## src/rtl/simd_pkg.sv

```systemverilog
// ============================================================================
// Module  : simd_pkg
// Brief   : Shared row type, drain FSM encoding and default lane geometry.
// Revision: 1.0
// ============================================================================
`default_nettype none

package simd_pkg;

  localparam int C_PE_COUNT   = 4;
  localparam int C_DATA_WIDTH = 32;

  typedef logic [C_PE_COUNT-1:0][C_DATA_WIDTH-1:0] row_t;

  typedef enum logic [1:0] {
    IDLE = 2'd0,
    RUN  = 2'd1,
    DONE = 2'd2
  } drain_state_e;

endpackage

`default_nettype wire

```

## src/rtl/sync_fifo_row.sv

```systemverilog
// ============================================================================
// Module  : sync_fifo_row
// Brief   : First-word-fall-through synchronous FIFO of result rows.
// Revision: 1.0
// ============================================================================
`default_nettype none

module sync_fifo_row
  import simd_pkg::*;
#(
  parameter int PE_COUNT   = C_PE_COUNT,
  parameter int DATA_WIDTH = C_DATA_WIDTH,
  parameter int DEPTH      = 4,
  parameter int CNT_W      = $clog2(DEPTH + 1)
) (
  input  logic                                 clk,
  input  logic                                 rst,
  input  logic                                 push,
  input  logic [PE_COUNT-1:0][DATA_WIDTH-1:0]  din,
  input  logic                                 pop,
  output logic [PE_COUNT-1:0][DATA_WIDTH-1:0]  dout,
  output logic                                 empty,
  output logic [CNT_W-1:0]                     count
);

  localparam int PTR_W = (DEPTH > 1) ? $clog2(DEPTH) : 1;

  logic [PE_COUNT-1:0][DATA_WIDTH-1:0] r_mem [DEPTH];
  logic [PTR_W-1:0]                    r_wr_ptr;
  logic [PTR_W-1:0]                    r_rd_ptr;
  logic [CNT_W-1:0]                    r_count;
  logic                                w_push;
  logic                                w_pop;

  function automatic logic [PTR_W-1:0] ptr_inc(input logic [PTR_W-1:0] p);
    return (p == PTR_W'(DEPTH - 1)) ? '0 : p + PTR_W'(1);
  endfunction

  // Overflowing pushes and underflowing pops are dropped rather than corrupting state.
  assign w_push = push && (r_count != CNT_W'(DEPTH));
  assign w_pop  = pop && (r_count != '0);

  always_ff @(posedge clk) begin
    if (rst) begin
      r_wr_ptr <= '0;
      r_rd_ptr <= '0;
      r_count  <= '0;
    end else begin
      if (w_push) begin
        r_mem[r_wr_ptr] <= din;
        r_wr_ptr        <= ptr_inc(r_wr_ptr);
      end
      if (w_pop) begin
        r_rd_ptr <= ptr_inc(r_rd_ptr);
      end
      case ({w_push, w_pop})
        2'b10:   r_count <= r_count + CNT_W'(1);
        2'b01:   r_count <= r_count - CNT_W'(1);
        default: r_count <= r_count;
      endcase
    end
  end

  assign dout  = r_mem[r_rd_ptr];
  assign empty = (r_count == '0);
  assign count = r_count;

endmodule

`default_nettype wire

```

## src/rtl/result_drain.sv

```systemverilog
// ============================================================================
// Module  : result_drain
// Brief   : Streams BRAM R result rows to a valid/ready sink via a prefetch FIFO.
//           Optional running XOR checksum output: define RESULT_DRAIN_CSUM_EN.
// Revision: 1.0
// ============================================================================
`default_nettype none

module result_drain
  import simd_pkg::*;
#(
  parameter int PE_COUNT   = C_PE_COUNT,
  parameter int DATA_WIDTH = C_DATA_WIDTH,
  parameter int BRAM_DEPTH = 1024,
  parameter int ADDR_WIDTH = $clog2(BRAM_DEPTH),
  parameter int RD_LAT     = 2,
  parameter int FIFO_DEPTH = 4
) (
  input  logic                           clk,
  input  logic                           rst,
  input  logic                           start,
  input  logic [ADDR_WIDTH-1:0]          base_addr,
  input  logic [ADDR_WIDTH:0]            row_count,
  output logic                           busy,
  output logic                           done,
  output logic                           bram_r_rd_en,
  output logic [ADDR_WIDTH-1:0]          bram_r_rd_addr,
  input  logic [PE_COUNT*DATA_WIDTH-1:0] bram_r_rd_data,
  output logic [PE_COUNT*DATA_WIDTH-1:0] m_tdata,
  output logic                           m_tvalid,
  input  logic                           m_tready,
  output logic                           m_tlast
`ifdef RESULT_DRAIN_CSUM_EN
  ,
  output logic [DATA_WIDTH-1:0]          csum
`endif
);

  localparam int CNT_W = $clog2(FIFO_DEPTH + 1);
  localparam int OCC_W = $clog2(FIFO_DEPTH + RD_LAT + 1);

  generate
    if ((RD_LAT < 1) || (FIFO_DEPTH < RD_LAT + 1)) begin : g_depth_check
      $error("result_drain: FIFO_DEPTH must be >= RD_LAT+1 and RD_LAT >= 1");
    end
  endgenerate

  drain_state_e                        r_state;
  drain_state_e                        w_state_nxt;
  logic [ADDR_WIDTH-1:0]               r_addr;
  logic [ADDR_WIDTH:0]                 r_count;
  logic [ADDR_WIDTH:0]                 r_issued;
  logic [ADDR_WIDTH:0]                 r_sent;
  logic [RD_LAT-1:0]                   r_tag;
  logic                                w_start_ok;
  logic                                w_start_rd;
  logic                                w_run_rd;
  logic                                w_hs;
  logic                                w_last_row;
  logic [OCC_W-1:0]                    w_in_flight;
  logic [OCC_W-1:0]                    w_occ;
  logic [PE_COUNT-1:0][DATA_WIDTH-1:0] w_rd_row;
  logic [PE_COUNT-1:0][DATA_WIDTH-1:0] w_head;
  logic                                w_empty;
  logic [CNT_W-1:0]                    w_fifo_count;

  function automatic logic [ADDR_WIDTH-1:0] addr_inc(input logic [ADDR_WIDTH-1:0] a);
    return (a == ADDR_WIDTH'(BRAM_DEPTH - 1)) ? '0 : a + ADDR_WIDTH'(1);
  endfunction

  always_comb begin
    w_in_flight = '0;
    for (int i = 0; i < RD_LAT; i++) begin
      w_in_flight = w_in_flight + OCC_W'(r_tag[i]);
    end
  end

  // Credit covers both queued rows and reads still in the BRAM pipe, so pushes never overflow.
  assign w_occ      = w_in_flight + OCC_W'(w_fifo_count);
  assign w_start_ok = start && (r_state == IDLE);
  // The first read goes out in the start cycle itself to shave a cycle off first-beat latency.
  assign w_start_rd = w_start_ok && (row_count != '0) && !rst;
  assign w_run_rd   = (r_state == RUN) && (r_issued < r_count) &&
                      (w_occ < OCC_W'(FIFO_DEPTH)) && !rst;
  assign w_hs       = m_tvalid && m_tready;
  assign w_last_row = (r_sent == r_count - (ADDR_WIDTH + 1)'(1));

  always_ff @(posedge clk) begin
    if (rst) begin
      r_state <= IDLE;
    end else begin
      r_state <= w_state_nxt;
    end
  end

  always_comb begin
    w_state_nxt = r_state;
    case (r_state)
      IDLE: begin
        if (start) begin
          w_state_nxt = (row_count != '0) ? RUN : DONE;
        end
      end
      RUN: begin
        if (w_hs && w_last_row) begin
          w_state_nxt = DONE;
        end
      end
      DONE:    w_state_nxt = IDLE;
      default: w_state_nxt = IDLE;
    endcase
  end

  always_comb begin
    busy           = (r_state == RUN);
    done           = (r_state == DONE);
    bram_r_rd_en   = w_start_rd || w_run_rd;
    bram_r_rd_addr = w_start_rd ? base_addr : r_addr;
  end

  always_ff @(posedge clk) begin
    if (rst) begin
      r_addr   <= '0;
      r_count  <= '0;
      r_issued <= '0;
      r_sent   <= '0;
      r_tag    <= '0;
    end else begin
      r_tag <= (r_tag << 1) | RD_LAT'(bram_r_rd_en);
      if (w_start_ok) begin
        r_count  <= row_count;
        r_sent   <= '0;
        r_issued <= (row_count != '0) ? (ADDR_WIDTH + 1)'(1) : '0;
        r_addr   <= (row_count != '0) ? addr_inc(base_addr) : base_addr;
      end else begin
        if (w_run_rd) begin
          r_addr   <= addr_inc(r_addr);
          r_issued <= r_issued + (ADDR_WIDTH + 1)'(1);
        end
        if (w_hs) begin
          r_sent <= r_sent + (ADDR_WIDTH + 1)'(1);
        end
      end
    end
  end

  assign w_rd_row = bram_r_rd_data;

  sync_fifo_row #(
    .PE_COUNT   (PE_COUNT),
    .DATA_WIDTH (DATA_WIDTH),
    .DEPTH      (FIFO_DEPTH),
    .CNT_W      (CNT_W)
  ) u_fifo (
    .clk   (clk),
    .rst   (rst),
    .push  (r_tag[RD_LAT-1]),
    .din   (w_rd_row),
    .pop   (w_hs),
    .dout  (w_head),
    .empty (w_empty),
    .count (w_fifo_count)
  );

  // Head is masked while empty so the bus reads zero instead of stale storage.
  assign m_tvalid = !w_empty;
  assign m_tdata  = w_empty ? '0 : w_head;
  assign m_tlast  = m_tvalid && w_last_row;

`ifdef RESULT_DRAIN_CSUM_EN
  logic [DATA_WIDTH-1:0] r_csum;
  logic [DATA_WIDTH-1:0] w_beat_xor;

  always_comb begin
    w_beat_xor = '0;
    for (int i = 0; i < PE_COUNT; i++) begin
      w_beat_xor = w_beat_xor ^ m_tdata[i*DATA_WIDTH +: DATA_WIDTH];
    end
  end

  always_ff @(posedge clk) begin
    if (rst) begin
      r_csum <= '0;
    end else if (w_start_ok) begin
      r_csum <= '0;
    end else if (w_hs) begin
      r_csum <= r_csum ^ w_beat_xor;
    end
  end

  assign csum = r_csum;
`endif

endmodule

`default_nettype wire

```

## config.mk

```make
export PLATFORM = sky130hd
export DESIGN_NAME = result_drain
export DESIGN_NICKNAME = d
export VERILOG_FILES = /design/src/rtl/simd_pkg.sv /design/src/rtl/sync_fifo_row.sv /design/src/rtl/result_drain.sv
export SDC_FILE = /design/constraint.sdc
export NUM_CORES = 1
export LEC_CHECK = 0
export ABC_CLOCK_PERIOD_IN_PS = 8100
export CORE_MARGIN = 2
export CORE_UTILIZATION = 59
export CTS_CLUSTER_SIZE = 12
export DETAILED_ROUTE_END_ITERATION = 8
export HOLD_SLACK_MARGIN = 0.06
export PLACE_DENSITY_LB_ADDON = 0.05
export SETUP_SLACK_MARGIN = 0.3
export SYNTH_ARGS = -nofsm -noshare
export SYNTH_HDL_FRONTEND = slang
export SYNTH_SLANG_ARGS = --single-unit
```

## constraint.sdc

```tcl
create_clock -name clk -period 8.1 [get_ports clk]
set_input_delay 1.62 -clock clk [delete_from_list [all_inputs] [get_ports clk]]
set_output_delay 1.62 -clock clk [all_outputs]
set_load 0.02 [all_outputs]
```

; ---- Word level (Yosys, flattened, before mapping)
; Memory sizes are Yosys's and may differ from the RTL's. A register that Yosys moved wholly into a read port is not among the register bits.
; Index checks and enable logic that the tools add are counted.
[totals]
word_cells = 80
mem_bits_ro = 0
input_bits = 153
output_inout_bits = 143
latchBits = 0
register_bits = 54
mem_bits_rw = 512
memories = 1
[op_classes]
order_cmp = 2
n_reduce_logical = 22
div = 0
bitwise_logic = 1
addsub = 11
n_eq_ne = 12
n_mux = 22
shift = 0
mul = 0
[mem_list]
columns = name, depth, word_bits, read_ports, rd_ports_with_merged_regs, wr, line
row1 = u_fifo.r_mem, 4, 128, 1, 1, 1, sync_fifo_row.sv:28  ; logic [PE_COUNT-1:0][DATA_WIDTH-1:0] r_mem [DEPTH];
[ops]
columns = op, count
row1 = 128-bit two-way mux, 1
row2 = 10-bit two-way mux, 6
row3 = 11-bit by 1-bit adder with 11-bit output (second input constant), 2
row4 = 11-bit two-way mux, 2
row5 = 10-bit by 1-bit adder with 10-bit output (second input constant), 2
row6 = 10-bit == test (second input constant), 2
row7 = 2-bit two-way mux, 7
row8 = 11-bit == test, 1
row9 = 1-bit logical AND, 11
row10 = 11-bit less-than comparator, 1
row11 = 11-bit nonzero test, 1
row12 = 11-bit by 1-bit subtractor with 11-bit output (second input constant), 1
row13 = 2-bit == test (second input constant), 4
row14 = 3-bit case mux with 2 select lines, 1
row15 = 2-bit by 1-bit adder with 2-bit output (second input constant), 2
row16 = 2-bit by 1-bit == test with 1-bit output (second input constant), 2
row17 = 1-bit two-way mux, 4
row18 = 2-bit case mux with 2 select lines, 1
row19 = 2-bit nonzero test, 2
row20 = 2-bit by 3-bit adder with 3-bit output, 1
row21 = 3-bit by 1-bit adder with 3-bit output (second input constant), 1
row22 = 3-bit zero test, 1
row23 = 3-bit less-than comparator (second input constant), 1
row24 = 3-bit inequality test (second input constant), 1
row25 = other kinds (11), 12

; ---- Logic depth before layout (Yosys ltp)
[logic_depth]
ltp_word = 7
mapped_depth = 10
ltp_nobuf = 9

; ---- Hierarchy
; A second synthesis with hierarchy kept.
[unflattened]
hier_cells = 1266
area_unflattened_um2 = 23067.1
[modules_own_cells]
columns = module, n_inst, area_per_inst_um2, seq_area_each_um2, cells_each
row1 = sync_fifo_row, 1, 19067.0, 15554.9, 719
row2 = result_drain, 1, 4000.1, 940.9, 547

; ---- Worst setup path after synthesis
; OpenSTA, ideal clock, no wires.
[synth_timing]
kind = input-to-reg
startpoint = input port rst
endpoint = memory u_fifo.r_mem[0][0] (netlist name) (enable)
required_ps = 7597
path_buffers = 1
setup_time_ps = 503
setup_slack_ps = 2656
arrival_ps = 4942
path_stages = 3
path_cell_list = clkbuf_1 > nor2_1 > and2_1
[synth_between]
elab_chain_cells = 2
[synth_lines]
columns = element, line
row1 = start: declaration, result_drain.sv:20  ; input logic rst,
row2 = 1-bit two-way mux, sync_fifo_row.sv:44  ; if (rst) begin
row3 = 1-bit two-way mux (not written as such), sync_fifo_row.sv:50  ; r_mem[r_wr_ptr] <= din;
row4 = end: declaration, sync_fifo_row.sv:28
; No other way between the ends.

; ---- Worst setup path in the final report
[layout_timing]
startpoint = input port rst
endpoint = output port bram_r_rd_addr[7]
[layout_between]
elab_chain_cells = 3
[layout_lines]
columns = element, line
row1 = 1-bit zero test, result_drain.sv:82  ; assign w_start_rd = w_start_ok && (row_count != '0) && !rst;
row2 = 1-bit logical AND, result_drain.sv:82
row3 = 10-bit two-way mux, result_drain.sv:118  ; bram_r_rd_addr = w_start_rd ? base_addr : r_addr;
row4 = end: declaration, result_drain.sv:27  ; output logic [ADDR_WIDTH-1:0] bram_r_rd_addr,
; No other way between the ends.

==> qor.txt <==
outcome - finished clean
area grow syn2layout - 22.7%
Slew headroom - 32.6%
Cell Int Power - 5.65 mW
clk_lat worst skew - 0.60 ns
CP Class - in -> out
vias in the first global route - 12900
fillers - 2433
RD Place Congestion - 0.863
DR WL met2 - 23500 microns
post-route ant nets - 0
largest net degree at the start of global routing - 87
Crit. End Element - primary output
nets - 1736
slowest CP cell - clkdlybuf4s50_1
Root Driver - clkbuf_16
I/O Pins - 296
number of flops mapped to enable cells by yosys - 512
crit start category - primary input
clock skew - 0.00987 ns
Setup WS post-layout - 2.32 ns
DR WL/cell - 22.2 microns
hold crit path type - reg -> reg
Req. time, crit path - 6.48 ns
Tmin final - 5.78 ns
metal3 WL - 3330 microns
post-cts sizing count - 0
Max Used Layer - met5
setup bufs post-CTS - 0
remaining global-route overflow - 0
IO buf count - 295
Final setup viols - 0
max-slew violations - 0
DP Worst Slack - 2.34 ns
Critical Path, Cell by Cell - clkdlybuf4s50_1 -> buf_4 -> nor3_1 -> buf_4 -> mux2_2 -> clkdlybuf4s50_1
final WL - 46900 microns
TNS Setup - 0 ns
worst-margin pin slew - 1.01 ns
drt drc - 0
MaxCap Viol Count - 0
Clock H-tree levels - 2
die height - 201 microns
Die Width - 201 microns
CTS tree - done
global-route wire length before repair - 73500 microns
Pre-antenna DRT Iters - 5
share of flip-flops with an asynchronous set or reset - 0%
Total GRT Usage - 23.9%
routed vias - 12200
Synth Cell Area - 22800 sq um
antenna violations before repair - 5
f_max - 173 MHz
row count - 72
CP Max Fanout - 18
Clock Sinks - 568
combinational fraction of design power - 27.1%
share of the clock period used by the worst path - 71.4%
DIE AREA - 40200 sq um
Net Switching - 2.17 mW
unrepaired setup endpoints after global routing - false
Final Hold Viols - 0
arrival time worst endpoint - 4.16 ns
CTS Buf Count - 56
DR iter-0 viols - 651
sequential power share - 42.6%
clock power share - 30.3%
share of the yosys chip area belonging to registers - 72.3%
Leak - 9.03 nW
Critical Path Max Stage Delay - 0.64 ns
Pwr Density - 280 nW/um^2
#FFs+latches synth - 568
vias per inst - 5.78
clk buf depth - 3
most common flop cell mapped by yosys - edfxtp_1
Synth cell types - 63
Sw Ratio - 27.8%
Clock Pin Slew Worst Setup and Hold Paths - 0.06 ns
synth warn - 0
syn nets - 1427
share of layout cells above drive strength 1 - 15.0%
HPWL Detailed - 28300 microns
core area - 38400 sq um
Core Util, Final - 72.9%
syn avg cell area - 18.2 sq um
Initial Util - 59.4%
peak supply drop - 0.295 mV
hold_buf cts - 0
total power - 7.83 mW
cells after synthesis - 1251
met1 wire length - 18600 microns
==> cells by family (layout without fill, tap and decap cells) <==
group                    after synthesis  count (layout)  share of synthesized area, %
AO/OA/AOI/OAI                        100             100                          3.12
XOR/XNOR                              30              30                          1.15
adder cells (fa/ha/maj)               23              23                          1.29
buffers and inverters                 81             423                          1.43
flip-flops                           568             568                          72.3
multiplexers                         140             140                          13.2
other                                  0               4                             0
AND/OR/NAND/NOR                      309             309                          7.46
==> routing by layer <==
metal,vias to the layer above,GRT usage [%]
met1,6200,30.7
met5,-,0
met2,350,39.9
met4,4,9.10
met3,89,6.15
li1,5573,-
==> final timing paths <==
kind	from	to	slack, ns	cells after the start
worst min register to register	r_tag[0]	r_tag[1]	0.47	1
worst max-delay path	rst	bram_r_rd_addr[7]	2.32	6
worst max register to register	u_fifo.count[2]	u_fifo.count[2]	4.42	10
worst min-delay path	r_tag[0]	r_tag[1]	0.47	1
==> Yosys cell counts (3+ instances only) <==
cell type / number / share of area (%)
edfxtp_1: 512 / 67
and2_1: 135 / 3.7
mux4_2: 128 / 13
nand2_1: 61 / 1.0
dfxtp_1: 56 / 4.9
clkbuf_1: 38 / 0.63
a21oi_1: 32 / 0.70
nor2_1: 29 / 0.48
ha_1: 22 / 1.2
inv_1: 19 / 0.31
xor2_1: 19 / 0.73
nand3_1: 18 / 0.39
nor3_1: 16 / 0.35
o21ai_0: 15 / 0.33
buf_2: 11 / 0.24
xnor2_1: 11 / 0.42
mux2_2: 10 / 0.49
nand4_1: 10 / 0.27
buf_1: 9 / 0.15
and3_1: 8 / 0.22
o2111ai_1: 7 / 0.27
a21o_1: 6 / 0.20
or3_1: 6 / 0.16
a2111o_1: 5 / 0.25
o21a_1: 5 / 0.16
a31oi_1: 4 / 0.11
a32o_1: 4 / 0.18
and4_1: 4 / 0.15
nand2b_1: 4 / 0.11
nor2b_1: 4 / 0.11
nor3b_1: 3 / 0.099
nor4_1: 3 / 0.082
==> state kept, by name, indices dropped and copies added (netlist names), 3 cells and up, named ones only <==
name and cells:
u_fifo.r_mem 512, r_count 11, r_issued 11, r_sent 11, r_addr 10, u_fifo.count 3
==> layout by cell type (no fill, tap or decap), drive strengths merged, types with 5 or more instances in the layout <==
cell type / Yosys / layout
xor2: 19 / 19
buf: 21 / 16
and3: 9 / 9
ha: 22 / 22
clkdlybuf4s50: 0 / 295
inv: 20 / 20
o21ai: 16 / 16
nor3: 17 / 17
clkinv: 1 / 10
a2111o: 5 / 5
mux2: 10 / 10
a21o: 6 / 6
nand2: 61 / 61
and2: 135 / 135
edfxtp: 512 / 512
xnor2: 11 / 11
nand3: 18 / 18
a21oi: 32 / 32
nor2: 29 / 29
o2111ai: 7 / 7
clkbuf: 39 / 81
nand4: 10 / 10
or3: 6 / 6
mux4: 128 / 128
o21a: 5 / 5
dfxtp: 56 / 56
==> worst max-delay path: cells and delay by family <==
kind	cells	cell delay [ns]
buf+inv	4	1.78
mux	1	0.35
simple gates	1	0.39
==> per-stage QoR <==
step	hold slack, ns	instance area [sq um]	std cells
3_3_place_gp	0.465	26300	2020
5_1_grt	0.501	28000	2112
3_5_place_dp	0.462	26300	2020
6_report	0.471	28000	2115
2_1_floorplan	0.445	22800	1251
4_1_cts	0.474	28000	2111
==> area by class of cell <==
cell class / instances / area, sq um / share of cell area (%)
sequential: 568 / 16500 / 58.9
multi-input combinational: 602 / 6000 / 21.4
clock buffer: 81 / 1590 / 5.67
inverter: 21 / 78.8 / 0.282
timing repair buffer: 311 / 3090 / 11.0
tap: 518 / 648 / 2.32
clock inverter: 10 / 80.1 / 0.286
antenna: 4 / 10.0 / 0.0358
==> power groups by stage <==
| stage | logic [mW] | registers [mW] | clock network, mW |
|---|---|---|---|
| after floorplan | 1.24 | 3.33 | 0 |
| after global placement | 2.14 | 3.40 | 0 |
| after detailed placement | 2.14 | 3.40 | 0 |
| after CTS | 2.16 | 3.34 | 2.43 |
| after global routing | 2.26 | 3.35 | 2.53 |
| final | 2.12 | 3.34 | 2.37 |
Note: power is estimated with default switching activity, not from simulation.
